$ cat src/rtl/lsu_pkg.sv
// Shared encodings for the MEM-stage load/store unit: access sizes and FSM states.
package lsu_pkg;

  localparam logic [1:0] SIZE_BYTE = 2'b00;
  localparam logic [1:0] SIZE_HALF = 2'b01;
  localparam logic [1:0] SIZE_WORD = 2'b10;
  localparam logic [1:0] SIZE_RSVD = 2'b11;

  typedef enum logic [1:0] {
    StIdle  = 2'b00,
    StRead  = 2'b01,
    StWrite = 2'b10,
    StResp  = 2'b11
  } lsu_state_e;

endpackage

$ cat src/rtl/lsu_align.sv
// Big-endian lane logic: extracts/extends a loaded byte or half from a word, and merges a
// sub-word store value into an existing word.
module lsu_align
  import lsu_pkg::*;
(
  input  logic [31:0] i_word,
  input  logic [31:0] i_wdata,
  input  logic [1:0]  i_off,
  input  logic [1:0]  i_size,
  input  logic        i_unsigned,
  output logic [31:0] o_extract,
  output logic [31:0] o_merge
);

  logic [7:0]  w_byte;
  logic [15:0] w_half;
  logic [31:0] w_lane;
  logic [31:0] w_mask;

  always_comb begin
    // Offset 0 is the most significant byte.
    case (i_off)
      2'd0:    w_byte = i_word[31:24];
      2'd1:    w_byte = i_word[23:16];
      2'd2:    w_byte = i_word[15:8];
      default: w_byte = i_word[7:0];
    endcase
    w_half = i_off[1] ? i_word[15:0] : i_word[31:16];

    case (i_size)
      SIZE_BYTE: o_extract = {{24{~i_unsigned & w_byte[7]}}, w_byte};
      SIZE_HALF: o_extract = {{16{~i_unsigned & w_half[15]}}, w_half};
      default:   o_extract = i_word;
    endcase
  end

  always_comb begin
    case (i_size)
      SIZE_BYTE: begin
        w_lane = {4{i_wdata[7:0]}};
        w_mask = 32'hFF00_0000 >> {i_off, 3'b000};
      end
      SIZE_HALF: begin
        w_lane = {2{i_wdata[15:0]}};
        w_mask = i_off[1] ? 32'h0000_FFFF : 32'hFFFF_0000;
      end
      default: begin
        w_lane = i_wdata;
        w_mask = 32'hFFFF_FFFF;
      end
    endcase
    o_merge = (i_word & ~w_mask) | (w_lane & w_mask);
  end

endmodule

$ cat src/rtl/mem_lsu.sv
// MEM-stage load/store unit: turns byte/half/word requests into aligned word accesses to a
// word-wide big-endian datamem, with read-modify-write for sub-word stores.
module mem_lsu
  import lsu_pkg::*;
#(
  parameter int unsigned MEM_BYTES = 1024
) (
  input  logic        clk,
  input  logic        nrst,
  input  logic        mem_req,
  output logic        mem_ready,
  input  logic        mem_we,
  input  logic [1:0]  mem_size,
  input  logic        mem_unsigned,
  input  logic [31:0] mem_addr,
  input  logic [31:0] mem_wdata,
  output logic [31:0] mem_rdata,
  output logic        mem_done,
  output logic        mem_err,
  output logic [31:0] data_addr,
  output logic        data_wr,
  output logic [31:0] data_out,
  input  logic [31:0] data_in
);

  lsu_state_e  r_state, w_state_nxt;
  logic        r_we, r_uns, r_err;
  logic [1:0]  r_size, r_off;
  logic [31:0] r_wdata, r_word, r_data_addr, r_data_out;

  logic        w_accept, w_err_in;
  logic [2:0]  w_bytes;
  logic [32:0] w_end;
  logic [31:0] w_extract, w_merge, w_wr_val;

  assign w_accept = (r_state == StIdle) & mem_req;

  always_comb begin
    case (mem_size)
      SIZE_BYTE: w_bytes = 3'd1;
      SIZE_HALF: w_bytes = 3'd2;
      default:   w_bytes = 3'd4;
    endcase
    // 33-bit sum so addresses near 2^32 cannot wrap back into range.
    w_end    = {1'b0, mem_addr} + {30'd0, w_bytes};
    w_err_in = (mem_size == SIZE_RSVD)
             | ((mem_size == SIZE_HALF) & mem_addr[0])
             | ((mem_size == SIZE_WORD) & (mem_addr[1:0] != 2'b00))
             | (w_end > 33'(MEM_BYTES));
  end

  always_comb begin
    w_state_nxt = r_state;
    case (r_state)
      StIdle: begin
        if (mem_req) begin
          if (w_err_in)                             w_state_nxt = StResp;
          else if (mem_we && mem_size == SIZE_WORD) w_state_nxt = StWrite;
          else                                      w_state_nxt = StRead;
        end
      end
      StRead:  w_state_nxt = r_we ? StWrite : StResp;
      StWrite: w_state_nxt = StResp;
      StResp:  w_state_nxt = StIdle;
      default: w_state_nxt = StIdle;
    endcase
  end

  lsu_align u_align (
    .i_word     (r_word),
    .i_wdata    (r_wdata),
    .i_off      (r_off),
    .i_size     (r_size),
    .i_unsigned (r_uns),
    .o_extract  (w_extract),
    .o_merge    (w_merge)
  );

  always_comb begin
    w_wr_val  = (r_size == SIZE_WORD) ? r_wdata : w_merge;
    mem_ready = (r_state == StIdle);
    mem_done  = (r_state == StResp);
    mem_err   = mem_done & r_err;
    mem_rdata = (mem_done & ~r_we & ~r_err) ? w_extract : 32'd0;
    data_addr = r_data_addr;
    // Gated with nrst so a reset edge landing in WRITE never commits a store.
    data_wr   = (r_state == StWrite) & nrst;
    data_out  = (r_state == StWrite) ? w_wr_val : r_data_out;
  end

  always_ff @(posedge clk) begin
    if (!nrst) begin
      r_state     <= StIdle;
      r_we        <= 1'b0;
      r_uns       <= 1'b0;
      r_err       <= 1'b0;
      r_size      <= 2'b00;
      r_off       <= 2'b00;
      r_wdata     <= 32'd0;
      r_word      <= 32'd0;
      r_data_addr <= 32'd0;
      r_data_out  <= 32'd0;
    end else begin
      r_state <= w_state_nxt;
      if (w_accept) begin
        r_we    <= mem_we;
        r_uns   <= mem_unsigned;
        r_err   <= w_err_in;
        r_size  <= mem_size;
        r_off   <= mem_addr[1:0];
        r_wdata <= mem_wdata;
      end
      // Errored requests leave the memory-side address untouched.
      if (w_accept && !w_err_in) r_data_addr <= {mem_addr[31:2], 2'b00};
      if (r_state == StRead)     r_word      <= data_in;
      if (r_state == StWrite)    r_data_out  <= w_wr_val;
    end
  end

endmodule

$ cat config.mk
export PLATFORM = sky130hd
export DESIGN_NAME = mem_lsu
export DESIGN_NICKNAME = d
export VERILOG_FILES = /design/src/rtl/lsu_pkg.sv /design/src/rtl/lsu_align.sv /design/src/rtl/mem_lsu.sv
export SDC_FILE = /design/constraint.sdc
export NUM_CORES = 1
export LEC_CHECK = 0
export BUFFER_PORTS_ARGS = -buffer_cell sky130_fd_sc_hd__buf_2
export CAP_MARGIN = 20
export CORE_MARGIN = 2
export CORE_UTILIZATION = 43
export CTS_BUF_LIST = sky130_fd_sc_hd__clkbuf_4
export DETAILED_ROUTE_END_ITERATION = 8
export PLACE_DENSITY = 0.72
export SLEW_MARGIN = 20
export SYNTH_ARGS = -nofsm -noshare
export SYNTH_HDL_FRONTEND = slang
export SYNTH_SLANG_ARGS = --single-unit
$ cat constraint.sdc
create_clock -name clk -period 2.9 [get_ports clk]
set_input_delay 0.435 -clock clk [delete_from_list [all_inputs] [get_ports clk]]
set_output_delay 0.435 -clock clk [all_outputs]
set_load 0.1 [all_outputs]
Word level (Yosys, flattened, before mapping)

Cells that the tools add are included.

Output and inout port bits: 100
Bits of input ports: 103
Register bits after elaboration: 135
Word-level logic and storage cells: 66

Magnitude comparators: 1
Multiplexer cells: 15
Reductions and logical operators: 8
$add $sub $neg: 1
Shifts and indexed selects: 1
Bitwise operators: 19
Eq/ne operators: 11

Operator list:

| cell                                                                              | number |
|---|---|
| 32-bit case mux with 2 select lines                                               | 3 |
| 32-bit 2-to-1 mux                                                                 | 4 |
| 32-bit bitwise AND                                                                | 2 |
| 32-bit by 3-bit adder with 33-bit output                                          | 1 |
| 33-bit by 11-bit greater-than comparator with 1-bit output, second input constant | 1 |
| 32-bit NOT                                                                        | 1 |
| 32-bit bitwise OR                                                                 | 1 |
| 32-bit by 5-bit right shift with 32-bit output, first input constant              | 1 |
| 8-bit case mux with 3 select lines                                                | 1 |
| 16-bit 2-to-1 mux                                                                 | 1 |
| 2-bit equality test, second input constant                                        | 6 |
| 1-bit bitwise AND                                                                 | 9 |
| 2-bit by 1-bit equality test with 1-bit output, second input constant             | 4 |
| 2-bit logical NOT                                                                 | 4 |
| 2-bit case mux with 4 select lines                                                | 1 |
| 2-bit 2-to-1 mux                                                                  | 3 |
| 3-bit case mux with 2 select lines                                                | 1 |
| 1-bit NOT                                                                         | 3 |
| 1-bit bitwise OR                                                                  | 3 |
| 1-bit logical AND                                                                 | 2 |
| 2-bit != test, second input constant                                              | 1 |
| 2-bit nonzero test                                                                | 1 |
| 1-bit logical NOT                                                                 | 1 |
| 1-bit 2-to-1 mux                                                                  | 1 |

Longest topological paths before layout

Gate-level depths: netlist of the first run.

Depth after elaboration: 8
Depth in mapped cells: 11
Gate-level depth less buffers: 10

Cells and area by module

Synthesis of the first run repeated with hierarchy kept, for this count alone.

Cell total of the unflattened synthesis: 952
Area total of the unflattened synthesis: 7,777.5 µm²

Modules (own cells, without submodules):

| module    | sequential area each (µm²) | times used | area an instance (µm²) | cells each |
|---|---|---|---|---|
| mem_lsu   | 2,702.6                    | 1          | 6,432.4                | 725 |
| lsu_align | 0.0                        | 1          | 1,345.0                | 227 |

Worst setup path before layout of the first run

Ideal clock, no wire load.

Kind: flip-flop to output port
From: register r_state[1]
To: output mem_rdata[7]
Arrival time: 3.647 ns
Buffers on the path: 0
Stages on the path, launching flop included: 4
Required time: 2.465 ns
Setup slack: -1.182 ns
Cells stage by stage: dfxtp_1 > ha_1 > nand2_1 > nor3_1

Longest elaborated chain between the ends: 4

RTL lines:

| element                        | RTL line       | text |
|---|---|---|
| start, declared                | mem_lsu.sv:26  | `lsu_state_e r_state, w_state_nxt;` |
| start signal, assigned         | mem_lsu.sv:93  | `r_state <= StIdle;` |
| start signal, assigned         | mem_lsu.sv:104 | `r_state <= w_state_nxt;` |
| 2-bit equality test            | mem_lsu.sv:82  | `mem_done = (r_state == StResp);` |
| net mem_done                   | mem_lsu.sv:18  | `output logic mem_done,` |
| 1-bit bitwise AND (2 in a row) | mem_lsu.sv:84  | `mem_rdata = (mem_done & ~r_we & ~r_err) ? w_extract : 32'd0;` |
| 32-bit 2-to-1 mux              | mem_lsu.sv:84  |  |
| end, declared                  | mem_lsu.sv:17  | `output logic [31:0] mem_rdata,` |

The timed path passes the listed nets, and every way through them passes these cells.

Final worst setup path of the first run

From: register r_size[0]
To: output data_out[31]

Longest elaborated chain between the ends: 7
Elaborated cells on any way between the ends: 11
Classes of those cells: 2 x eq/ne; 4 x mux; 4 x bitwise; 1 x reduce/logical

RTL lines:

| element                                                                                    | RTL line        | text |
|---|---|---|
| start, declared                                                                            | mem_lsu.sv:28   | `logic [1:0] r_size, r_off;` |
| start signal, assigned                                                                     | mem_lsu.sv:109  | `r_size <= mem_size;` |
| 2-bit by 1-bit equality test with 1-bit output / 2-bit logical NOT (equally long branches) | lsu_align.sv:38 | `case (i_size)` |
| 32-bit case mux with 2 select lines                                                        | lsu_align.sv:38 |  |
| 32-bit NOT                                                                                 | lsu_align.sv:52 | `o_merge = (i_word & ~w_mask) \| (w_lane & w_mask);` |
| 32-bit bitwise AND                                                                         | lsu_align.sv:52 |  |
| 32-bit bitwise OR                                                                          | lsu_align.sv:52 |  |
| 32-bit 2-to-1 mux *                                                                        | mem_lsu.sv:80   | `w_wr_val = (r_size == SIZE_WORD) ? r_wdata : w_merge;` |
| 32-bit 2-to-1 mux *                                                                        | --              |  |
| end, declared                                                                              | mem_lsu.sv:22   | `output logic [31:0] data_out,` |

Every way passes the cells marked *; elsewhere a longest branch is shown, timed or not.

==> out/metrics.yaml, run 1 <==
worst_setup_path:
  start_kind: "register"
  crit_path_start: "r_size[0]"
  critPathKind: "register to primary output"
  cp_data_arrival_time_ns: 2.37
  r2r_start: "r_state[1]"
  crit_path_max_fanout: 8
  worst_setup_path_end_kind: "primary output"
  crit_required_ns: 2.47
routing:
  drc: 0
  routed_wl_mm: 22.1
  wl_per_cell_um: 16.3
  detail-route-antenna-nets: 0
  via_per_inst: 5.20
  via_count: 7060
  first_iter_violations: 539
  drt_pass1_iterations: 7
yosys:
  syn_area_um2: 7120
  synth-edff-count: 0
  yosysUniqueCellTypes: 57
  synth_warnings: 0
  avgSynthCellArea_um2: 7.83
  synth_flop_cell: "dfxtp_1"
  async_flop_share: 0
  synthCells: 909
  synth.area.top_cells: "dfxtp_1 38%, mux2i_1 9.7%, nand2_1 7.6%"
  synth-seq-cells: 135
  synth_seq_area_share: 0.380
  synth_top_cell_area_share: 0.380
  synth_top_area_cell: "dfxtp_1"
power:
  clkPwrFrac: 0.125
  vdd_drop_max_uv: 821
  power.internal_mw: 4.72
  swShare: 0.511
  power_density_nw_per_um2: 947
  pwr-share-comb: 0.615
  p_seq_frac: 0.260
  p_leak_nw: 4.02
  p_sw_mw: 4.93
global_routing:
  grt_max_degree: 105
  grt_pass1_vias: 6587
  grtUsageTotal: 0.250
  grt_first_pass_wirelength_mm: 34.7
  antenna_found_initial: 7
  grt_overflow_total: 0
final_layout:
  area_growth_pct: 43.1
  nets: 1231
  layout.cells.non_filler: 1357
  mostFrequentLayoutCell: "nand2_1"
  drive_gt1_frac: 0.330
  most-common-layout-cells: "143 x nand2_1, 136 x buf_2, 132 x dfxtp_1"
clock_tree:
  clockBufferDepth: 2
  cts_tree: "yes"
  root_buffer: "clkbuf_4"
  cts-buffers-inserted: 17
  clkLatencyLatePin_ns: 0.55
  clock-sinks: 135
  ctsHtreeMaxLevel: 4
  path_clk_slew_ns: 0.12
  hold_buffers: 0
sta:
  rsz0062_at_grt: "yes"
  period_minus_slack_ns: 2.81
  max_slew.worst_pin.slew_ns: 0.867
  timing.fmax_mhz: 356
  final.period_utilization: 0.968
  maxSlewHeadroom: 0.416
  fin_skew_ns: 0.0155
  hold_viol_final: 0
  holdWs_ns: 0.121
  setup_viol_count_final: 0
  finalWorstSetupSlack_ns: 0.0921
  drv_slew: 0
floorplanning:
  io_pins: 203
  die_h_um: 133
  rows: 47
  coreArea_um2: 16400
  die_w_um: 133
  die-area_um2: 17600
  start_util: 0.434
run:
  drv_cap: 0
placement:
  post-dp-hpwl_mm: 16.5
  dp_cells: 1319
  io_buffers: 200
  routabilityCongestion: 0.920
  pre_cts_slack_ns: -0.312
worst_hold_path:
  min_path_type: "input pin to register"
  hp-start: "mem_wdata[3]"
run_status:
  status: "finished clean"
## final cells by class
class / count / area [µm²]
inverters: 45 / 169
fillers: 1444 / 6220
clock buffers: 18 / 135
diodes: 4 / 10.0
clock inverters: 14 / 135
repair buffers: 255 / 2380
multi-input cells: 666 / 4380
flip-flops and latches: 135 / 2710
well taps: 220 / 275
## registers in the layout (all words and copies together), names as in the netlist
register	cells
data_addr	30
r_data_out	32
r_err	1
r_off	2
r_size	2
r_state	2
r_uns	1
r_wdata	32
r_we	1
r_word	32
## logic make-up after synthesis
family | share of synthesized area
AO/OA/AOI/OAI | 0.170
XOR/XNOR | 0.0111
adder cells (fa/ha/maj) | 0.0151
buffers and inverters | 0.0608
flip-flops | 0.380
multiplexers | 0.113
other | 0.000527
AND/OR/NAND/NOR | 0.250
## stage by stage
step                      setup TNS, ns  area, µm²  total power, mW  utilization
after floorplan                  -0.856       7480             6.43            -
after global placement            -6.60       9780             8.39        0.596
after detailed placement          -7.60       9780             8.45        0.596
after CTS                             0      10100             9.67        0.615
after global routing             -0.127      10200             10.1        0.621
final                                 0      10200             9.65        0.621
## cells in the mapped netlist (2+ instances only)
cell type,count
nand2_1,144
dfxtp_1,135
nor2_1,107
a21oi_1,81
mux2i_1,69
clkbuf_1,50
inv_1,45
a21boi_0,38
nor2b_1,37
and2_1,35
o21ai_0,18
a221oi_1,16
a31oi_1,11
nand3_1,11
nor4_1,11
buf_1,8
mux2_2,8
ha_1,7
nand4_1,7
nor3_1,7
xor2_1,5
buf_4,4
xnor2_1,4
a21o_1,3
and3_1,3
or2_2,3
or3_1,3
a2111oi_0,2
a211oi_1,2
and4_1,2
nand2b_1,2
nand3b_1,2
nor4b_1,2
o31a_1,2
o31ai_1,2
or4_1,2
## repair_timing
action	CTS	global route
resized for setup	17	15
buffers inserted	0	1
gates cloned	0	1
pin swaps	0	1
endpoints found under the hold margin	0	0
endpoints found under the setup margin	26	22
## power by group through the flow
stage | Sequential [mW] | Clock (mW) | Combinational, mW
floorplan | 2.39 | 0 | 4.04
global placement | 2.52 | 0 | 5.86
detailed placement | 2.54 | 0 | 5.91
CTS | 2.50 | 1.23 | 5.94
global route | 2.54 | 1.33 | 6.23
finish | 2.51 | 1.20 | 5.94
## metal layers
metal / track usage / share of wire
met5: 0 / 0.0016
met4: 0.102 / 0.035
met3: 0.0743 / 0.072
met2: 0.408 / 0.47
met1: 0.308 / 0.42
## critical path: stages (launching register included)
cell      delay [ns]
dfxtp_2         0.44
nand2b_1        0.16
a21oi_1         0.09
or2_2           0.36
nor2_1          0.22
a221oi_1        0.10
a21oi_2         0.26
buf_12          0.21
## path summary, 6_finish.rpt
check | end | slack, ns | cells past startpoint
max | data_out[31] | 0.09 | 7
min | r_wdata[3] | 0.12 | 3
max reg2reg | r_word[30] | 1.00 | 5
min reg2reg | data_addr[22] | 0.43 | 2
Power figures use the tool's default switching activity.
==> inputs of run 2 (changes only) <==
--- a/config.mk
+++ b/config.mk
@@ -11,8 +11,9 @@
 export CORE_UTILIZATION = 43
 export CTS_BUF_LIST = sky130_fd_sc_hd__clkbuf_4
 export DETAILED_ROUTE_END_ITERATION = 8
-export PLACE_DENSITY = 0.72
+export PLACE_DENSITY = 0.71
 export SLEW_MARGIN = 20
 export SYNTH_ARGS = -nofsm -noshare
 export SYNTH_HDL_FRONTEND = slang
+export SYNTH_HIERARCHICAL = 1
 export SYNTH_SLANG_ARGS = --single-unit
==> out/metrics.yaml, run 2 <==
worst_setup_path:
  crit_path_start: "r_size[0]"
  crit_path_max_fanout: 12
  critPathBufInv: 2
  r2r_start: "r_size[0]"
  cp_data_arrival_time_ns: 2.43
  start_kind: "register"
  critPathKind: "register to primary output"
  cp_top_family: "multiplexers"
  cp_slowest_stage_delay_ns: 0.38
  crit_required_ns: 2.47
  worst_setup_path_end_kind: "primary output"
  cp_cell_sequence: "buf_12, or2_4, nand2_8, mux2i_1, o21ai_0, mux2i_1, a21oi_2, buf_12"
  critPathSlowestCell: "dfxtp_2"
routing:
  routed_wl_mm: 23.7
  drc: 0
  wl_per_cell_um: 17.2
  first_iter_violations: 534
  via_per_inst: 5.39
  via_count: 7442
  drt_pass1_iterations: 6
  detail-route-antenna-nets: 0
clock_tree:
  root_buffer: "clkbuf_4"
  path_clk_slew_ns: 0.12
  cts_tree: "yes"
  hold_buffers: 0
  cts-buffers-inserted: 17
  clkLatencyLatePin_ns: 0.54
  clock-sinks: 135
  clockBufferDepth: 2
  ctsHtreeMaxLevel: 4
placement:
  io_buffers: 200
  place_area_um2: 10100
  routabilityCongestion: 0.891
  dp_cells: 1340
  post-dp-hpwl_mm: 17.1
  pre_cts_slack_ns: -0.286
power:
  pwr-share-comb: 0.644
  p_leak_nw: 4.56
  p_sw_mw: 5.68
  p_seq_frac: 0.242
  vdd_drop_max_uv: 1440
  power.internal_mw: 5.09
  p_total_mw: 10.8
  power_density_nw_per_um2: 1020
  swShare: 0.527
  clkPwrFrac: 0.115
sta:
  holdWs_ns: 0.124
  setup_viol_count_final: 0
  fin_skew_ns: 0.0129
  max_slew.worst_pin.slew_ns: 0.576
  period_minus_slack_ns: 2.86
  timing.fmax_mhz: 349
  rsz0062_at_grt: "yes"
  drv_slew: 0
  maxSlewHeadroom: 0.616
  finalSetupTns_ns: 0
  final.period_utilization: 0.988
  hold_viol_final: 0
  finalWorstSetupSlack_ns: 0.0354
yosys:
  syn_area_um2: 7780
  synth_warnings: 6
  synth.area.top_cells: "dfxtp_1 35%, mux2i_1 14%, nand2_1 9.0%"
  async_flop_share: 0
  synthCells: 952
  synth-edff-count: 0
  synth_flop_cell: "dfxtp_1"
  avgSynthCellArea_um2: 8.17
  synth_seq_area_share: 0.347
  yosys-top-cells-count: "186 x nand2_1, 135 x dfxtp_1, 109 x mux2i_1"
  yosysUniqueCellTypes: 62
  synth_most_common_cell: "nand2_1"
  synth_top_area_cell: "dfxtp_1"
  synth-seq-cells: 135
  synth_top_cell_area_share: 0.347
final_layout:
  nets: 1245
  top_regs: "r_data_out (32), r_wdata (32), r_word (32)"
  layout.cells.non_filler: 1380
  finish.instance_area_um2: 10600
  area_growth_pct: 35.8
  drive_gt1_frac: 0.291
  mostFrequentLayoutCell: "nand2_1"
  fillers: 1579
  finish.utilization: 0.592
  most-common-layout-cells: "185 x nand2_1, 135 x buf_2, 131 x dfxtp_1"
global_routing:
  grtUsageTotal: 0.239
  grt_first_pass_wirelength_mm: 36.9
  antenna_found_initial: 6
  grt_pass1_vias: 7090
  grt_max_degree: 145
  grt_overflow_total: 0
run_status:
  status: "finished clean"
floorplanning:
  rows: 49
  die_w_um: 138
  coreArea_um2: 17800
  io_pins: 203
  start_util: 0.436
  die-area_um2: 19200
  die_h_um: 138
worst_hold_path:
  min_path_type: "input pin to register"
  hp-start: "mem_wdata[16]"
run:
  drv_cap: 0
run 2: final cells by class:
type / instances / area [µm²] / area share
sequential: 135 / 2710 / 0.257
multi-input combinational: 738 / 4950 / 0.468
antenna: 4 / 10.0 / 0.000948
clock inverter: 15 / 143 / 0.0135
inverter: 9 / 33.8 / 0.00320
tap: 229 / 287 / 0.0271
clock buffer: 17 / 128 / 0.0121
timing repair buffer: 233 / 2300 / 0.218
run 2: tightest hold or removal path: cells and delay by family:
kind | cells | cell delay [ns]
compound gates | 1 | 0.06
buf+inv | 1 | 0.09
simple gates | 1 | 0.04
run 2: power by group through the flow:
stage / Combinational, mW / Sequential, mW / Clock [mW]
after floorplan: 4.69 / 2.47 / 0
after global placement: 6.75 / 2.60 / 0
after detailed placement: 6.81 / 2.61 / 0
after CTS: 6.85 / 2.57 / 1.26
after global routing: 7.26 / 2.64 / 1.34
final: 6.93 / 2.60 / 1.23
run 2: per-layer routing:
metal	GRT usage	routed length, µm
met4	0.0849	498
met3	0.0620	1690
met1	0.300	9930
met2	0.399	11600
met5	0	27
run 2: worst paths after layout:
kind	slack (ns)	to	depth (start not counted)
max	0.04	data_out[18]	8
min	0.12	r_wdata[16]	3
max reg2reg	0.94	r_data_out[18]	8
min reg2reg	0.47	data_addr[9]	2
run 2: kinds of logic after synthesis:
logic type,after synthesis,share of synthesized area
AND/OR/NAND/NOR,435,0.285
XOR/XNOR,9,0.0101
adder cells (fa/ha/maj),8,0.0138
buffers and inverters,81,0.0475
flip-flops,135,0.347
multiplexers,110,0.142
other,1,0.000482
AO/OA/AOI/OAI,173,0.154
run 2: repair_timing:
item                       4_1_cts  5_1_grt
buffers inserted                 0        1
cloned                           0        3
pin swaps                        1        7
setup endpoints to repair       64       57
resized for setup               13       22
